--- src/rtl/ringosc_meas_ctrl_if.sv ---
// Measurement-controller signal bundle between the ref_clk controller and its surroundings.
// Min/max tracking signals exist only when RINGOSC_MEAS_MINMAX_EN is defined.
interface ringosc_meas_ctrl_if;
    logic        meas_en;
    logic        osc_latch_req;
    logic        osc_latch_ack;
    logic [31:0] osc_counter_latch;
    logic [31:0] meas_delta;
    logic        meas_valid;
    logic        meas_timeout;
    logic        meas_busy;
`ifdef RINGOSC_MEAS_MINMAX_EN
    logic        minmax_clr;
    logic [31:0] meas_min;
    logic [31:0] meas_max;
`endif

    modport master (
        input  meas_en, osc_latch_ack, osc_counter_latch,
`ifdef RINGOSC_MEAS_MINMAX_EN
        input  minmax_clr,
        output meas_min, meas_max,
`endif
        output osc_latch_req, meas_delta, meas_valid, meas_timeout, meas_busy
    );

    modport slave (
        output meas_en, osc_latch_ack, osc_counter_latch,
`ifdef RINGOSC_MEAS_MINMAX_EN
        output minmax_clr,
        input  meas_min, meas_max,
`endif
        input  osc_latch_req, meas_delta, meas_valid, meas_timeout, meas_busy
    );
endinterface

--- src/rtl/ringosc_meas_ctrl.sv ---
// Ring-oscillator measurement controller: gate window, latch req/ack handshake, per-window delta,
// dead-oscillator timeout. Optional min/max delta tracking under RINGOSC_MEAS_MINMAX_EN.
module ringosc_meas_ctrl #(
    parameter int GATE_CYCLES    = 1000,
    parameter int TIMEOUT_CYCLES = 4096
) (
    input  logic                ref_clk,
    input  logic                osc_rst,
    ringosc_meas_ctrl_if.master bus
);
    localparam int DATA_W = 32;
    localparam int GW = (GATE_CYCLES > 1) ? $clog2(GATE_CYCLES) : 1;
    localparam int TW = (TIMEOUT_CYCLES > 1) ? $clog2(TIMEOUT_CYCLES) : 1;
    localparam logic [GW-1:0] GATE_LAST = GW'(GATE_CYCLES - 1);
    localparam logic [TW-1:0] WAIT_LAST = TW'(TIMEOUT_CYCLES - 1);

    typedef enum logic [2:0] {
        S_IDLE, S_GATE, S_REQ, S_SAMPLE, S_REL, S_ERR
    } state_t;

    state_t            r_state;
    logic [GW-1:0]     r_gate_cnt;
    logic [TW-1:0]     r_wait_cnt;
    logic [DATA_W-1:0] r_s0;
    logic              r_s0_vld;
    logic [DATA_W-1:0] r_prev_cnt;
    logic              r_primed;
    logic              r_abort;
    logic              r_req;
    logic [DATA_W-1:0] r_delta;
    logic              r_valid;
    logic              r_timeout;
    logic              r_busy;

    logic              w_accept;
    logic              w_emit;
    logic [DATA_W-1:0] w_new_delta;

    // Counter wrap is legal, so the modular difference is the edge count.
    function automatic logic [DATA_W-1:0] f_wrap_delta(input logic [DATA_W-1:0] cur,
                                                       input logic [DATA_W-1:0] prev);
        return cur - prev;
    endfunction

    // Two matching consecutive reads guard against a latch still settling across the CDC.
    assign w_accept    = (r_state == S_SAMPLE) && r_s0_vld && (bus.osc_counter_latch == r_s0);
    assign w_emit      = w_accept && r_primed && !r_abort && bus.meas_en;
    assign w_new_delta = f_wrap_delta(bus.osc_counter_latch, r_prev_cnt);

    always_ff @(posedge ref_clk or posedge osc_rst) begin
        if (osc_rst) begin
            r_state    <= S_IDLE;
            r_gate_cnt <= '0;
            r_wait_cnt <= '0;
            r_s0       <= '0;
            r_s0_vld   <= 1'b0;
            r_prev_cnt <= '0;
            r_primed   <= 1'b0;
            r_abort    <= 1'b0;
            r_req      <= 1'b0;
            r_delta    <= '0;
            r_valid    <= 1'b0;
            r_timeout  <= 1'b0;
            r_busy     <= 1'b0;
        end else begin
            r_valid <= 1'b0;
            case (r_state)
                S_IDLE: begin
                    r_req    <= 1'b0;
                    r_primed <= 1'b0;
                    r_abort  <= 1'b0;
                    if (!bus.meas_en) begin
                        r_timeout <= 1'b0;
                    end else if (!r_timeout) begin
                        r_state    <= S_GATE;
                        r_gate_cnt <= '0;
                        r_busy     <= 1'b1;
                    end
                end
                S_GATE: begin
                    if (!bus.meas_en) begin
                        r_state <= S_IDLE;
                        r_busy  <= 1'b0;
                    end else if (r_gate_cnt == GATE_LAST) begin
                        r_state    <= S_REQ;
                        r_req      <= 1'b1;
                        r_wait_cnt <= '0;
                        r_abort    <= 1'b0;
                    end else begin
                        r_gate_cnt <= r_gate_cnt + GW'(1);
                    end
                end
                S_REQ: begin
                    if (!bus.meas_en) r_abort <= 1'b1;
                    if (bus.osc_latch_ack) begin
                        r_state  <= S_SAMPLE;
                        r_s0_vld <= 1'b0;
                    end else if (r_wait_cnt == WAIT_LAST) begin
                        r_state <= S_ERR;
                        r_req   <= 1'b0;
                    end else begin
                        r_wait_cnt <= r_wait_cnt + TW'(1);
                    end
                end
                S_SAMPLE: begin
                    if (!bus.meas_en) r_abort <= 1'b1;
                    r_s0     <= bus.osc_counter_latch;
                    r_s0_vld <= 1'b1;
                    if (w_accept) begin
                        r_state    <= S_REL;
                        r_req      <= 1'b0;
                        r_wait_cnt <= '0;
                        r_prev_cnt <= bus.osc_counter_latch;
                        r_primed   <= 1'b1;
                        if (w_emit) begin
                            r_delta <= w_new_delta;
                            r_valid <= 1'b1;
                        end
                    end
                end
                S_REL: begin
                    if (!bus.osc_latch_ack) begin
                        if (bus.meas_en) begin
                            r_state    <= S_GATE;
                            r_gate_cnt <= '0;
                        end else begin
                            r_state <= S_IDLE;
                            r_busy  <= 1'b0;
                        end
                    end else if (r_wait_cnt == WAIT_LAST) begin
                        r_state <= S_ERR;
                    end else begin
                        r_wait_cnt <= r_wait_cnt + TW'(1);
                    end
                end
                S_ERR: begin
                    r_req     <= 1'b0;
                    r_timeout <= 1'b1;
                    r_state   <= S_IDLE;
                    r_busy    <= 1'b0;
                end
                default: begin
                    r_state <= S_IDLE;
                    r_req   <= 1'b0;
                    r_busy  <= 1'b0;
                end
            endcase
        end
    end

    assign bus.osc_latch_req = r_req;
    assign bus.meas_delta    = r_delta;
    assign bus.meas_valid    = r_valid;
    assign bus.meas_timeout  = r_timeout;
    assign bus.meas_busy     = r_busy;

`ifdef RINGOSC_MEAS_MINMAX_EN
    function automatic logic [DATA_W-1:0] f_min(input logic [DATA_W-1:0] a,
                                                input logic [DATA_W-1:0] b);
        return (b < a) ? b : a;
    endfunction

    function automatic logic [DATA_W-1:0] f_max(input logic [DATA_W-1:0] a,
                                                input logic [DATA_W-1:0] b);
        return (b > a) ? b : a;
    endfunction

    logic [DATA_W-1:0] r_min;
    logic [DATA_W-1:0] r_max;

    // Cleared values make the first tracked delta load both bounds; updates align with meas_valid.
    always_ff @(posedge ref_clk or posedge osc_rst) begin
        if (osc_rst) begin
            r_min <= '1;
            r_max <= '0;
        end else if (bus.minmax_clr) begin
            r_min <= '1;
            r_max <= '0;
        end else if (w_emit) begin
            r_min <= f_min(r_min, w_new_delta);
            r_max <= f_max(r_max, w_new_delta);
        end
    end

    assign bus.meas_min = r_min;
    assign bus.meas_max = r_max;
`endif
endmodule

--- src/flat_wrapper.sv ---
// flat-port wrapper written by rule: the top's interface ports become plain ports
module ringosc_meas_ctrl_flat 
#(
    parameter int GATE_CYCLES    = 1000,
    parameter int TIMEOUT_CYCLES = 4096
)
  (ref_clk, osc_rst, bus_meas_en, bus_osc_latch_ack, bus_osc_counter_latch, bus_osc_latch_req, bus_meas_delta, bus_meas_valid, bus_meas_timeout, bus_meas_busy);
  ringosc_meas_ctrl_if bus_i ();
  input  logic ref_clk;
  input  logic osc_rst;
  input wire logic [$bits(bus_i.meas_en)-1:0] bus_meas_en;
  input wire logic [$bits(bus_i.osc_latch_ack)-1:0] bus_osc_latch_ack;
  input wire logic [$bits(bus_i.osc_counter_latch)-1:0] bus_osc_counter_latch;
  output wire logic [$bits(bus_i.osc_latch_req)-1:0] bus_osc_latch_req;
  output wire logic [$bits(bus_i.meas_delta)-1:0] bus_meas_delta;
  output wire logic [$bits(bus_i.meas_valid)-1:0] bus_meas_valid;
  output wire logic [$bits(bus_i.meas_timeout)-1:0] bus_meas_timeout;
  output wire logic [$bits(bus_i.meas_busy)-1:0] bus_meas_busy;
  assign bus_i.meas_en = bus_meas_en;
  assign bus_i.osc_latch_ack = bus_osc_latch_ack;
  assign bus_i.osc_counter_latch = bus_osc_counter_latch;
  assign bus_osc_latch_req = bus_i.osc_latch_req;
  assign bus_meas_delta = bus_i.meas_delta;
  assign bus_meas_valid = bus_i.meas_valid;
  assign bus_meas_timeout = bus_i.meas_timeout;
  assign bus_meas_busy = bus_i.meas_busy;
  ringosc_meas_ctrl #(.GATE_CYCLES(GATE_CYCLES), .TIMEOUT_CYCLES(TIMEOUT_CYCLES)) u_core (.ref_clk(ref_clk), .osc_rst(osc_rst), .bus(bus_i));
endmodule
--- config.mk ---
export PLATFORM = sky130hd
export DESIGN_NAME = ringosc_meas_ctrl_flat
export DESIGN_NICKNAME = d
export VERILOG_FILES = /design/src/rtl/ringosc_meas_ctrl_if.sv /design/src/rtl/ringosc_meas_ctrl.sv /design/src/flat_wrapper.sv
export SDC_FILE = /design/constraint.sdc
export NUM_CORES = 1
export LEC_CHECK = 0
export BUFFER_PORTS_ARGS = -buffer_cell sky130_fd_sc_hd__buf_2
export CORE_ASPECT_RATIO = 1.75
export CORE_MARGIN = 1
export CORE_UTILIZATION = 60
export DETAILED_ROUTE_END_ITERATION = 16
export PLACE_DENSITY = 0.91
export REMOVE_ABC_BUFFERS = 1
export SETUP_SLACK_MARGIN = 0.05
export SYNTH_ARGS = -nofsm -noshare
export SYNTH_HDL_FRONTEND = slang
export SYNTH_SLANG_ARGS = --single-unit
--- constraint.sdc ---
create_clock -name ref_clk -period 4.5 [get_ports ref_clk]
set_input_delay 0.45 -clock ref_clk [delete_from_list [all_inputs] [get_ports ref_clk]]
set_output_delay 0.45 -clock ref_clk [all_outputs]
set_load 0.02 [all_outputs]
==> results of run 1 <==
[worst paths after layout]
check                                           from                         to  slack [ns]  depth (start not counted)
max                                u_core.r_state[1]       u_core.r_wait_cnt[6]        1.11                          8
min                                          osc_rst   u_core.bus.meas_delta[1]        0.21                          2
max reg2reg                        u_core.r_state[1]       u_core.r_wait_cnt[6]        1.11                          8
min reg2reg                    u_core.r_prev_cnt[17]      u_core.r_prev_cnt[17]        0.46                          2
max in group asynchronous                    osc_rst  u_core.bus.meas_delta[21]        3.29                          3
min in group ref_clk       bus_osc_counter_latch[13]      u_core.r_prev_cnt[13]        0.29                          3
[metal layers]
layer	track usage (%)	wire length [µm]	vias to the layer above
li1	-	-	2848
met5	0	0	-
met2	54.56	9701	241
met1	33.07	6631	2962
met3	6.421	901	89
met4	19.50	1062	0
[kinds of logic (layout without fill, tap and decap cells)]
group	Yosys count	after routing	share of synthesized area, %
buffers and inverters	68	149	3.641
multiplexers	32	32	4.946
XOR/XNOR	63	63	7.573
AND/OR/NAND/NOR	279	279	17.77
flip-flops	128	128	43.96
AO/OA/AOI/OAI	185	185	16.16
adder cells (fa/ha/maj)	34	34	5.942
[cell usage after synthesis (4+ instances only)]
library cell | n | area [µm²]
nand2_1 | 167 | 626.9
inv_1 | 43 | 161.4
nand2b_1 | 16 | 100.1
nor3_1 | 6 | 30.03
nor2b_1 | 4 | 25.02
o211ai_1 | 4 | 30.03
o21bai_1 | 5 | 37.54
a31oi_1 | 6 | 37.54
o21ai_0 | 84 | 420.4
o31ai_1 | 6 | 45.04
o21a_1 | 5 | 37.54
mux2_2 | 32 | 360.4
nand3_1 | 8 | 40.04
a21o_1 | 12 | 90.09
nor2_1 | 31 | 116.4
and3_1 | 12 | 75.07
nor4_1 | 5 | 31.28
a21oi_1 | 33 | 165.2
xnor2_1 | 31 | 271.5
clkbuf_1 | 22 | 82.58
dfrtp_1 | 128 | 3203
xor2_1 | 32 | 280.3
ha_1 | 33 | 412.9
nand4_1 | 9 | 56.30
[final cells by class]
cell class	count	area [µm²]	area share (%)
tap	135	168.9	2.010
clock buffer	26	529.3	6.297
multi-input combinational	593	3826	45.53
inverter	43	163.9	1.950
timing repair buffer	76	392.9	4.675
clock inverter	4	120.1	1.429
sequential	128	3203	38.11
[flip-flops by register name (all words and copies together) (netlist names)]
register,count
u_core.r_state,3
u_core.r_prev_cnt,32
u_core.r_abort,1
u_core.r_primed,1
u_core.bus.meas_valid,1
u_core.r_s0_vld,1
u_core.r_gate_cnt,10
u_core.bus.meas_delta,32
u_core.r_wait_cnt,12
u_core.bus.osc_latch_req,1
u_core.r_s0,32
u_core.bus.meas_busy,1
u_core.bus.meas_timeout,1
[where the power goes]
group | total [µW] | leakage, µW | switching (µW) | internal (µW)
logic | 969 | 0.00203 | 528 | 440
registers | 1530 | 0.00170 | 184 | 1350
clock network | 1510 | 0.000319 | 490 | 1020
[per-stage QoR]
stage | hold slack, ns | worst slack [ns]
after floorplan | 0.4374 | 0.1421
after global placement | 0.4485 | 1.228
after detailed placement | 0.4568 | 1.061
after CTS | 0.2514 | 1.142
after global routing | 0.2988 | 0.8811
final | 0.2077 | 1.114
[critical path: stages (launching register included)]
cell	delay (ns)
dfrtp_1	0.59
and2b_2	0.30
nand2_1	0.10
and4bb_1	0.39
nand4b_4	0.51
nand3_2	0.31
nand2_2	0.20
or2_0	0.47
o41ai_1	0.37
==> run metrics, run 1 <==
post-cts sizing count=0; Final Max Tran Viols=0; Routed Antenna Nets=0; largest net degree at the start of global routing=71; clock skew=about 0.0084 ns; FF+latch count, synth=roughly 130; crit path max fanout=36; WL/cell=about 18 µm; total design power=about 4000 µW; Async SR Flop Fraction=100.0%; clock root buffer=clkbuf_16; CTS tree=done; initial antenna violation count=0; status=finished, final reports clean; setup_tns=0 ns; Clock Path Buffers=2; Fmax=between 0.2 and 0.3 GHz; register area share after synthesis=43.96%; Worst-Margin Slew=between 0.8 and 0.9 ns; n_diodes=0; die area=about 13000 µm²; gr ovfl total=0; Worst slew margin=40.12%; Core Area=approximately 12000 µm²; 1st-pass router iterations=5; CP startpoint kind=flop; H-tree levels=4; worst hold path class=in -> async; fill count=~800; Die Height=about 150 µm; vias in the first global route=between 6000 and 7000; Remaining DRCs=0; Syn Area/Cell=roughly 9.2 µm²; area grow syn2layout=15.35%; Tot GR Track Use=approximately 31%; initial DRC count=440; Worst EP arrival=between 3 and 4 ns; via count=roughly 6000; commonest non-fill, non-tap cell in the layout=nand2_1; final net count=roughly 930; Post-Place Cells=975; Skew-Pair Late Insertion Delay=around 0.43 ns; row count=52; first-pass GRT wire length=about 30000 µm; GP Congestion=between 0.8 and 0.9; EDFF count, synth=0; CTS sink cnt=128; fraction of layout cells with a size suffix above 1=18.51%; IO Pins=around 70; Synth Instances=roughly 790; Final Hold Fails=0; post-layout util=roughly 70%; Worst Setup End Kind=flop; CP Class=reg -> reg; leakage=just over 0.004 µW; placed cell area=just under 8000 µm²; final WL=~18000 µm; Via-to-Cell Ratio=~6.1; DP Wirelength=roughly 12000 µm; Setup-failing EPs final=0; cell area power density=477.7 nW/µm²; most frequent cells in the layout=nand2_1 (167), dfrtp_1 (128), o21ai_0 (84); Post-CTS Hold Fix Bufs=0; Ys Warns=0; Worst Path Required=4.80 ns; min Tclk post-route=about 3.4 ns; MaxCap Viol Count=0; Synth Cell Area=around 7300 µm²; Yosys cell types=68; Buffers on Ports=slightly above 70; die width=around 85 µm; Post-CTS Setup Bufs=0; final period utilization=75.24%; final non-filler cell total=1005; Primary FF master, synth=dfrtp_1; final instance area=8404 µm²; clock transition at the registers of the reported paths=~0.060 ns; RSZ-0062 raised after global routing=no; VDD IR max=around 370 µV; CTS Buf Count=17; Initial Util=62.21%
No activity file was read; power rests on OpenSTA's default activity.
==> run 2, diff against run 1 <==
- CORE_UTILIZATION: 60 -> 54
- PLACE_DENSITY: 0.91 -> 0.87
- clock period: 4.5 -> 2.9 ns (I/O delays scaled with it)
==> run metrics, run 2 (same netlist as run 1, synthesis figures left out) <==
crit path max fanout=3 (was 36); most frequent cells in the layout=nand2_1 (167), dfrtp_1 (128), o21ai_0 (81) (was nand2_1 (167), dfrtp_1 (128), o21ai_0 (84)); power share of the clock group=34.3% (was 37.7%); delay-heaviest family, CP=compound AO/OA/AOI/OAI gates (was simple AND/OR/NAND/NOR gates); Remaining DRCs=0 (unchanged); CTS Buf Count=17 (unchanged); die area=13980 µm² (was 12610 µm²); WL/cell=16.17 µm (was 18.21 µm); row count=55 (was 52); Buffers on Ports=71 (unchanged); MaxCap Viol Count=0 (unchanged); VDD IR max=488.0 µV (was 366.8 µV); Worst Setup End Kind=flop (unchanged); status=finished, final reports clean (unchanged); Final Max Tran Viols=0 (unchanged); min Tclk post-route=2.793 ns (was 3.386 ns); final instance area=8573 µm² (was 8404 µm²); Core Area=13080 µm² (was 11710 µm²); Worst EP arrival=3.08 ns (was 3.69 ns); Via-to-Cell Ratio=5.675 (was 6.109); Fmax=0.3580 GHz (was 0.2954 GHz); placed cell area=7933 µm² (was 7755 µm²); Post-Place Cells=1027 (was 975); Switching Share=30.48% (was 29.94%); gr ovfl total=0 (unchanged); Die Height=155.7 µm (was 147.8 µm); initial antenna violation count=1 (was 0); final non-filler cell total=1063 (was 1005); clock root buffer=clkbuf_16 (unchanged); Final Hold Fails=0 (unchanged); met3 Usage GRT=5.604% (was 6.421%); leakage=0.004120 µW (was 0.004055 µW); Routed Antenna Nets=0 (unchanged); Initial Util=55.72% (was 62.21%); clock skew=0.009263 ns (was 0.008438 ns); crit-path cells=inv_1 -> ha_4 -> and3_2 -> a221o_1 -> a31o_1 -> a21o_4 -> a311oi_4 -> o21ai_2 -> a31oi_1 -> xor2_1 -> o21ai_1 (was and2b_2 -> nand2_1 -> and4bb_1 -> nand4b_4 -> nand3_2 -> nand2_2 -> or2_0 -> o41ai_1); largest net degree at the start of global routing=64 (was 71); die width=89.81 µm (was 85.30 µm); setup_tns=0 ns (unchanged); H-tree levels=4 (unchanged); sw power=1796 µW (was 1202 µW); final net count=949 (was 929); initial DRC count=328 (was 440); Worst Path Required=3.19 ns (was 4.80 ns); clock transition at the registers of the reported paths=0.06 ns (about the same); met2 GRT Util=48.13% (was 54.56%); internal power=4096 µW (was 2813 µW); final WL=17190 µm (was 18300 µm); DP Wirelength=11970 µm (was 12100 µm); CTS sink cnt=128 (unchanged); Comb power frac=26.4% (was 24.1%); Setup-failing EPs final=0 (unchanged); CTS tree=done (unchanged); CP max-delay cell=dfrtp_1 (unchanged); GP Congestion=0.8655 (was 0.8772); Skew-Pair Late Insertion Delay=0.42 ns (was 0.43 ns); cell area power density=687.3 nW/µm² (was 477.7 nW/µm²); vias in the first global route=6166 (was 6443); fraction of layout cells with a size suffix above 1=20.99% (was 18.51%); GRT Max-Usage Layer=met2 (unchanged); area grow syn2layout=17.67% (was 15.35%); worst hold path class=in -> async (unchanged); IO Pins=72 (unchanged); Critical Path Max Stage Delay=0.38 ns (was 0.59 ns); Worst slew margin=46.67% (was 40.12%); sequential share of power=39.3% (was 38.2%); CP Class=reg -> reg (unchanged); 1st-pass router iterations=5 (unchanged); post-layout util=65.57% (was 71.76%); commonest non-fill, non-tap cell in the layout=nand2_1 (unchanged); Post-CTS Hold Fix Bufs=0 (unchanged); RSZ-0062 raised after global routing=no (unchanged); final period utilization=96.31% (was 75.24%); Tot GR Track Use=25.63% (was 30.84%); Worst-Margin Slew=0.7999 ns (was 0.8949 ns); Clock Path Buffers=2 (unchanged); CP startpoint kind=flop (unchanged); via count=6033 (was 6140); CP Buf/Inv Count=1 (was 0); first-pass GRT wire length=28320 µm (was 30020 µm); met1 Track Usage GR=26.33% (was 33.07%)
-- run 2: worst reg2reg max path, cell delays in order (launching register included) --
cell	delay (ns)
dfrtp_1	0.38
inv_1	0.10
ha_4	0.21
and3_2	0.22
a221o_1	0.33
a31o_1	0.24
a21o_4	0.21
a311oi_4	0.37
o21ai_2	0.12
a31oi_1	0.23
xor2_1	0.17
o21ai_1	0.07
-- run 2: stage by stage --
stage | worst slack [ns] | hold slack (ns) | power, µW
finish | 0.1071 | 0.01446 | 5892
global placement | 0.004135 | 0.4485 | 3794
CTS | 0.1224 | 0.06181 | 5903
floorplan | -1.368 | 0.3725 | 3429
detailed placement | -0.008527 | 0.4552 | 3872
global route | 0.01010 | 0.09058 | 6184
-- run 2: path summary, 6_finish.rpt --
kind	depth (start not counted)	slack [ns]	endpoint	start
setup / recovery	11	0.11	u_core.bus.meas_delta[25]	u_core.r_prev_cnt[9]
hold / removal	2	0.01	u_core.bus.meas_delta[1]	osc_rst
setup reg to reg	11	0.11	u_core.bus.meas_delta[25]	u_core.r_prev_cnt[9]
hold reg to reg	2	0.47	u_core.r_prev_cnt[27]	u_core.r_prev_cnt[27]
max in group asynchronous	3	2.16	u_core.r_gate_cnt[1]	osc_rst
min in group ref_clk	3	0.14	u_core.r_prev_cnt[2]	bus_osc_counter_latch[2]
-- run 2: layout make-up --
type,instances,area (µm²)
antenna,1,2.502
clock buffer,25,505.5
clock inverter,6,55.05
fill,1030,4502
inverter,43,163.9
multi-input combinational,593,3874
sequential,128,3203
tap,171,214.0
timing repair buffer,96,555.5
-- run 2: timing repair --
item / in CTS / in global routing
setup buffers: 0 / 4
gates cloned: 0 / 0
pin swaps: 2 / 10
endpoints found under the setup margin: 2 / 6
resized for setup: 0 / 11
-- run 2: power by group through the flow --
stage / registers, µW / logic [µW] / clock network, µW
floorplan: 2330 / 1100 / 0
global placement: 2310 / 1480 / 0
detailed placement: 2340 / 1530 / 0
CTS: 2310 / 1550 / 2040
global route: 2350 / 1710 / 2120
finish: 2320 / 1550 / 2020
-- run 2: layer usage --
layer / up-vias / share of wire [%]
met5: - / 0
met4: 0 / 3.5
met3: 53 / 3.8
met2: 149 / 55
met1: 2928 / 38
li1: 2903 / -
